$ cat config.mk
export PLATFORM = sky130hd
export DESIGN_NAME = sqrt_seq_ctrl
export DESIGN_NICKNAME = d
export VERILOG_FILES = /design/src/rtl/sqrt_pkg.sv /design/src/rtl/sqrt_rem_fix.sv /design/src/rtl/sqrt_seq_ctrl.sv
export SDC_FILE = /design/constraint.sdc
export NUM_CORES = 1
export LEC_CHECK = 0
export CORE_MARGIN = 4
export CORE_UTILIZATION = 44
export CTS_BUF_LIST = sky130_fd_sc_hd__clkbuf_8
export CTS_CLUSTER_SIZE = 8
export DETAILED_ROUTE_END_ITERATION = 6
export PLACE_DENSITY = 0.83
export SKIP_CTS_REPAIR_TIMING = 1
export SYNTH_ARGS = -nofsm -noshare
export SYNTH_HDL_FRONTEND = slang
export SYNTH_SLANG_ARGS = --single-unit
$ cat constraint.sdc
create_clock -name clk -period 2.25 [get_ports clk]
set_input_delay 0.3375 -clock clk [delete_from_list [all_inputs] [get_ports clk]]
set_output_delay 0.3375 -clock clk [all_outputs]
set_load 0.02 [all_outputs]
$ cat src/rtl/sqrt_pkg.sv
// Purpose : shared types and helpers for the square-root sequencer.
// Contents: sqrt_state_t (sequencer state), DW_DEF (default radicand width),
//           sqrt_shamt() (datapath right-shift amount for iteration k).
package sqrt_pkg;

    localparam int DW_DEF = 16;

    typedef enum logic [2:0] {
        IDLE = 3'd0,
        CLR  = 3'd1,
        ITER = 3'd2,
        FIX  = 3'd3,
        DONE = 3'd4
    } sqrt_state_t;

    // Radicand bit pairs are consumed MSB-first, so iteration k shifts the
    // radicand right by 2*(half-1-k); half is the number of root bits.
    function automatic int unsigned sqrt_shamt(input int unsigned half, input int unsigned k);
        return 2 * (half - 1 - k);
    endfunction

endpackage

$ cat src/rtl/sqrt_rem_fix.sv
// Purpose : final remainder correction for the non-restoring square root.
//           A negative datapath remainder is brought back into range by
//           adding 2*root+1; a non-negative one passes through unchanged.
// Ports   : q     in  DW/2  final partial root from the datapath
//           rem   in  RW    final partial remainder, two's complement
//           fixed out RW    corrected remainder
//           fired out 1     correction was applied
module sqrt_rem_fix #(
    parameter int DW = 16,
    parameter int RW = DW / 2 + 1
) (
    input  logic [DW/2-1:0] q,
    input  logic [RW-1:0]   rem,
    output logic [RW-1:0]   fixed,
    output logic            fired
);

    logic [RW-1:0] odd_root;

    // 2*q+1, sized to the remainder width so the add wraps at RW bits.
    assign odd_root = RW'({q, 1'b1});
    assign fired    = rem[RW-1];
    assign fixed    = fired ? rem + odd_root : rem;

endmodule

$ cat src/rtl/sqrt_seq_ctrl.sv
// Purpose : sequencer for the non-restoring square-root datapath (sqrt_add).
//           Accepts a radicand, clears the datapath, steps it DW/2 times,
//           corrects a negative remainder and presents root/remainder.
// Ports   : clk, reset (async, active high)
//           in_valid/in_ready/in_data   radicand handshake
//           dp_clr, dp_load, dp_d, dp_excounter   datapath control
//           dp_q, dp_rem                datapath partial root / remainder
//           out_valid/out_ready/out_root/out_rem  result handshake
//           busy                        high whenever not IDLE
module sqrt_seq_ctrl
    import sqrt_pkg::*;
#(
    parameter int DW = DW_DEF,
    parameter int RW = DW / 2 + 1
) (
    input  logic            clk,
    input  logic            reset,
    input  logic            in_valid,
    output logic            in_ready,
    input  logic [DW-1:0]   in_data,
    output logic            dp_clr,
    output logic            dp_load,
    output logic [DW-1:0]   dp_d,
    output logic [DW-1:0]   dp_excounter,
    input  logic [DW/2-1:0] dp_q,
    input  logic [RW-1:0]   dp_rem,
    output logic            out_valid,
    input  logic            out_ready,
    output logic [DW/2-1:0] out_root,
    output logic [RW-1:0]   out_rem,
    output logic            busy
);

    localparam int            HALF   = DW / 2;
    localparam int            KW     = $clog2(HALF) + 1;
    localparam logic [KW-1:0] K_LAST = KW'(HALF - 1);

    sqrt_state_t   state, state_next;
    logic [KW-1:0] k;
    logic [RW-1:0] rem_fixed;
    logic          rem_fired;

    sqrt_rem_fix #(.DW(DW), .RW(RW)) u_rem_fix (
        .q     (dp_q),
        .rem   (dp_rem),
        .fixed (rem_fixed),
        .fired (rem_fired)
    );

    // NOTE: registered state uses non-blocking assignments so every flop
    // samples the pre-edge values regardless of statement order.
    always_ff @(posedge clk or posedge reset) begin
        if (reset) begin
            state    <= IDLE;
            k        <= '0;
            dp_d     <= '0;
            out_root <= '0;
            out_rem  <= '0;
        end else begin
            state <= state_next;
            case (state)
                IDLE: if (in_valid) dp_d <= in_data;
                CLR:  k <= '0;
                ITER: k <= k + KW'(1);
                FIX: begin
                    out_root <= dp_q;
                    out_rem  <= rem_fixed;
                end
                default: ;
            endcase
        end
    end

    // NOTE: every output of this block gets a default before the case, so
    // no path leaves a signal unassigned and no latch is inferred.
    always_comb begin
        state_next   = state;
        in_ready     = 1'b0;
        dp_clr       = 1'b0;
        dp_load      = 1'b1;
        dp_excounter = '0;
        out_valid    = 1'b0;
        busy         = 1'b1;
        case (state)
            IDLE: begin
                in_ready = 1'b1;
                busy     = 1'b0;
                if (in_valid) state_next = CLR;
            end
            CLR: begin
                dp_clr     = 1'b1;
                state_next = ITER;
            end
            ITER: begin
                dp_load      = 1'b0;
                dp_excounter = DW'(sqrt_shamt(HALF, int'(k)));
                if (k == K_LAST) state_next = FIX;
            end
            FIX: begin
                state_next = DONE;
            end
            DONE: begin
                out_valid = 1'b1;
                if (out_ready) state_next = IDLE;
            end
            default: state_next = IDLE;
        endcase
    end

    // rem_fired is informational only; keep it referenced.
    logic unused_fired;
    assign unused_fired = rem_fired;

endmodule

==> flow_summary.toml <==
[status]
status = "complete, no violations"

[die]
coreArea_um2 = 4500
dieArea_um2 = 5980
start_util_pct = 47.0
die_w_um = 77.3
rows = 24
die_y_um = 77.3
ios = 91

[sta]
worstMarginPinSlew_ns = 0.645
setup_tns_ns = 0
setup_viol = 0
timing.final.crit_share_pct = 96.1
maxSlewViolCount = 0
slew_headroom_pct = 56.9
max_freq_mhz = 462
timing.final.crit_period_ns = 2.16
holdWs_ns = 0.407
clock-skew-final_ns = 0.00759
hold_violations = 0

[critical_path]
crit_type = "reg -> out"
slowest_delay_ns = 0.63
cp-start-kind = "flop"
slowest_stage = "clkdlybuf4s50_1"
cp-end-kind = "primary output"
crit_fanout = 12
cp.arrival_ns = 1.83
path_buf_inv = 1
crit_chain = "nor3b_2 > and2_2 > clkdlybuf4s50_1"
required_ns = 1.91
cp_top_family = "buffers and inverters"

[cts]
clock_latency_ns = 0.29
clkTransAtPathRegs_ns = 0.08
cts_num_sinks = 40
cts_tree = "done"
clock_path_buffers = 2
cts_buffers = 5
root_buffer = "clkbuf_8"
cts_max_level = 2

[cells_and_area]
fill_cells = 364
stdcell_count = 345
diodes = 0
nets = 338
area_growth_pct = 49.3
drive_above_1_share_pct = 13.7
final_cell_mix = "clkdlybuf4s50_1, dfrtp_1, nand2_1"
final_common_cell = "clkdlybuf4s50_1"

[grt]
groute.usage.overall_pct = 17.7
grt_pass1_wl_um = 8520
grt_pass1_vias = 1802
overflow = 0
grt_max_degree = 41
antenna_found_initial = 0

[synthesis]
netlist_area_um2 = 2120
synth_nets = 251
avgSynthCellArea_um2 = 10.3
yosys_warnings = 0
synth-seq-area-share_pct = 47.3
synth_cell_type_count = 39
synth_edf_count = 0
ys.flop_type = "dfrtp_1"
synth_seq_cells = 40
synth_cells = 205
synthArstFlopShare_pct = 100

[drt]
post_drt_wl_per_cell_um = 15.0
vias = 1788
vias_per_cell = 5.18
ant_nets = 0
routed_wl_um = 5190
drtIter0Drc = 59
drc_errors = 0
firstDrtPassIters = 4

[placement]
dp_cells = 337
port-buffer-count = 89
place.gp.congestion = 0.829
hpwl_um = 4020

[power_and_ir_drop]
p_total_mw = 4.12
p_leak_nw = 1.62
ir_worst_vdd_mv = 0.537
power_density_nw_per_um2 = 1310

[min_path]
min_path_type = "in -> async"

[job]
cap_violations = 0
==> final timing paths <==
path                             start         endpoint  slack (ns)  cells after the start
setup / recovery              state[0]  dp_excounter[6]        0.09                      3
setup reg to reg              state[0]          dp_d[9]        0.44                      5
min in group clk           out_root[3]      out_root[3]        0.47                      2
max in group asynchronous        reset         dp_d[11]        1.64                      3
hold reg to reg            out_root[3]      out_root[3]        0.47                      2
hold / removal                   reset          dp_d[1]        0.41                      3
==> layer usage <==
| metal | up-vias | GRT usage [%] | part of all wire, % |
|---|---|---|---|
| li1 | 863 | - | - |
| met1 | 846 | 21.8 | 42 |
| met2 | 70 | 30.2 | 49 |
| met3 | 9 | 4.63 | 6.3 |
| met4 | 0 | 5.69 | 2.0 |
| met5 | - | 0 | 0 |
==> final cells by class <==
type / instances / area [um^2] / area share, %
Sequential cell: 40 / 1000 / 31.7
Inverter: 10 / 37.5 / 1.19
Multi-Input combinational cell: 136 / 938 / 29.7
Clock inverter: 3 / 42.5 / 1.35
Clock buffer: 5 / 68.8 / 2.18
Timing Repair Buffer: 99 / 1010 / 31.8
Tap cell: 52 / 65.1 / 2.06
==> per-stage QoR <==
| step | area [um^2] | worst slack (ns) | utilization (%) |
|---|---|---|---|
| 3_5_place_dp | 3010 | -0.0974 | 66.9 |
| 3_3_place_gp | 3010 | -0.0524 | 66.9 |
| 5_1_grt | 3160 | -0.0240 | 70.1 |
| 2_1_floorplan | 2120 | 0.416 | - |
| 4_1_cts | 3130 | -0.144 | 69.4 |
| 6_report | 3160 | 0.0875 | 70.1 |
==> cells in the mapped netlist, types with 2 or more instances <==
library cell  count  share of area, %
nor3_1            3              0.71
nand2_1          35               6.2
o31ai_1           2              0.71
a22o_1            2              0.83
clkbuf_1          4              0.71
a21o_1            3               1.1
mux2_4           10               7.1
a211oi_1          3               1.1
and3_1            3              0.89
mux2i_1           3               1.4
nor2b_1           3              0.89
buf_4            12               4.3
o21ai_0           9               2.1
ha_1              8               4.7
nor3b_1           2              0.71
xnor2_1           3               1.2
mux2_2            6               3.2
a21oi_1          14               3.3
dfrtp_1          40                47
inv_1             9               1.6
nor2_1           13               2.3
==> logic make-up after synthesis <==
| logic type | after synthesis | share of synthesized area [%] |
|---|---|---|
| buf+inv | 29 | 8.63 |
| fa+ha+maj | 9 | 5.68 |
| mux | 19 | 11.7 |
| compound gates | 36 | 10.2 |
| flops | 40 | 47.3 |
| other cells | 1 | 0.177 |
| simple gates | 67 | 14.6 |
| xor+xnor | 4 | 1.66 |
==> power by group <==
group	switching, mW	leakage, nW	internal [mW]
Clock	0.253	0.0541	0.328
Sequential	0.193	0.485	1.07
Combinational	1.11	1.08	1.17
==> flip-flops by register name, summed over array words and instances (netlist names) <==
name      count
dp_d         16
out_rem       9
out_root      8
k             4
state         3
==> tightest hold or removal path, stage by stage <==
cell and delay [ns]:
clkdlybuf4s50_1 0.41, clkinv_1 0.09, buf_12 0.23
Note: power is estimated with default switching activity, not from simulation.
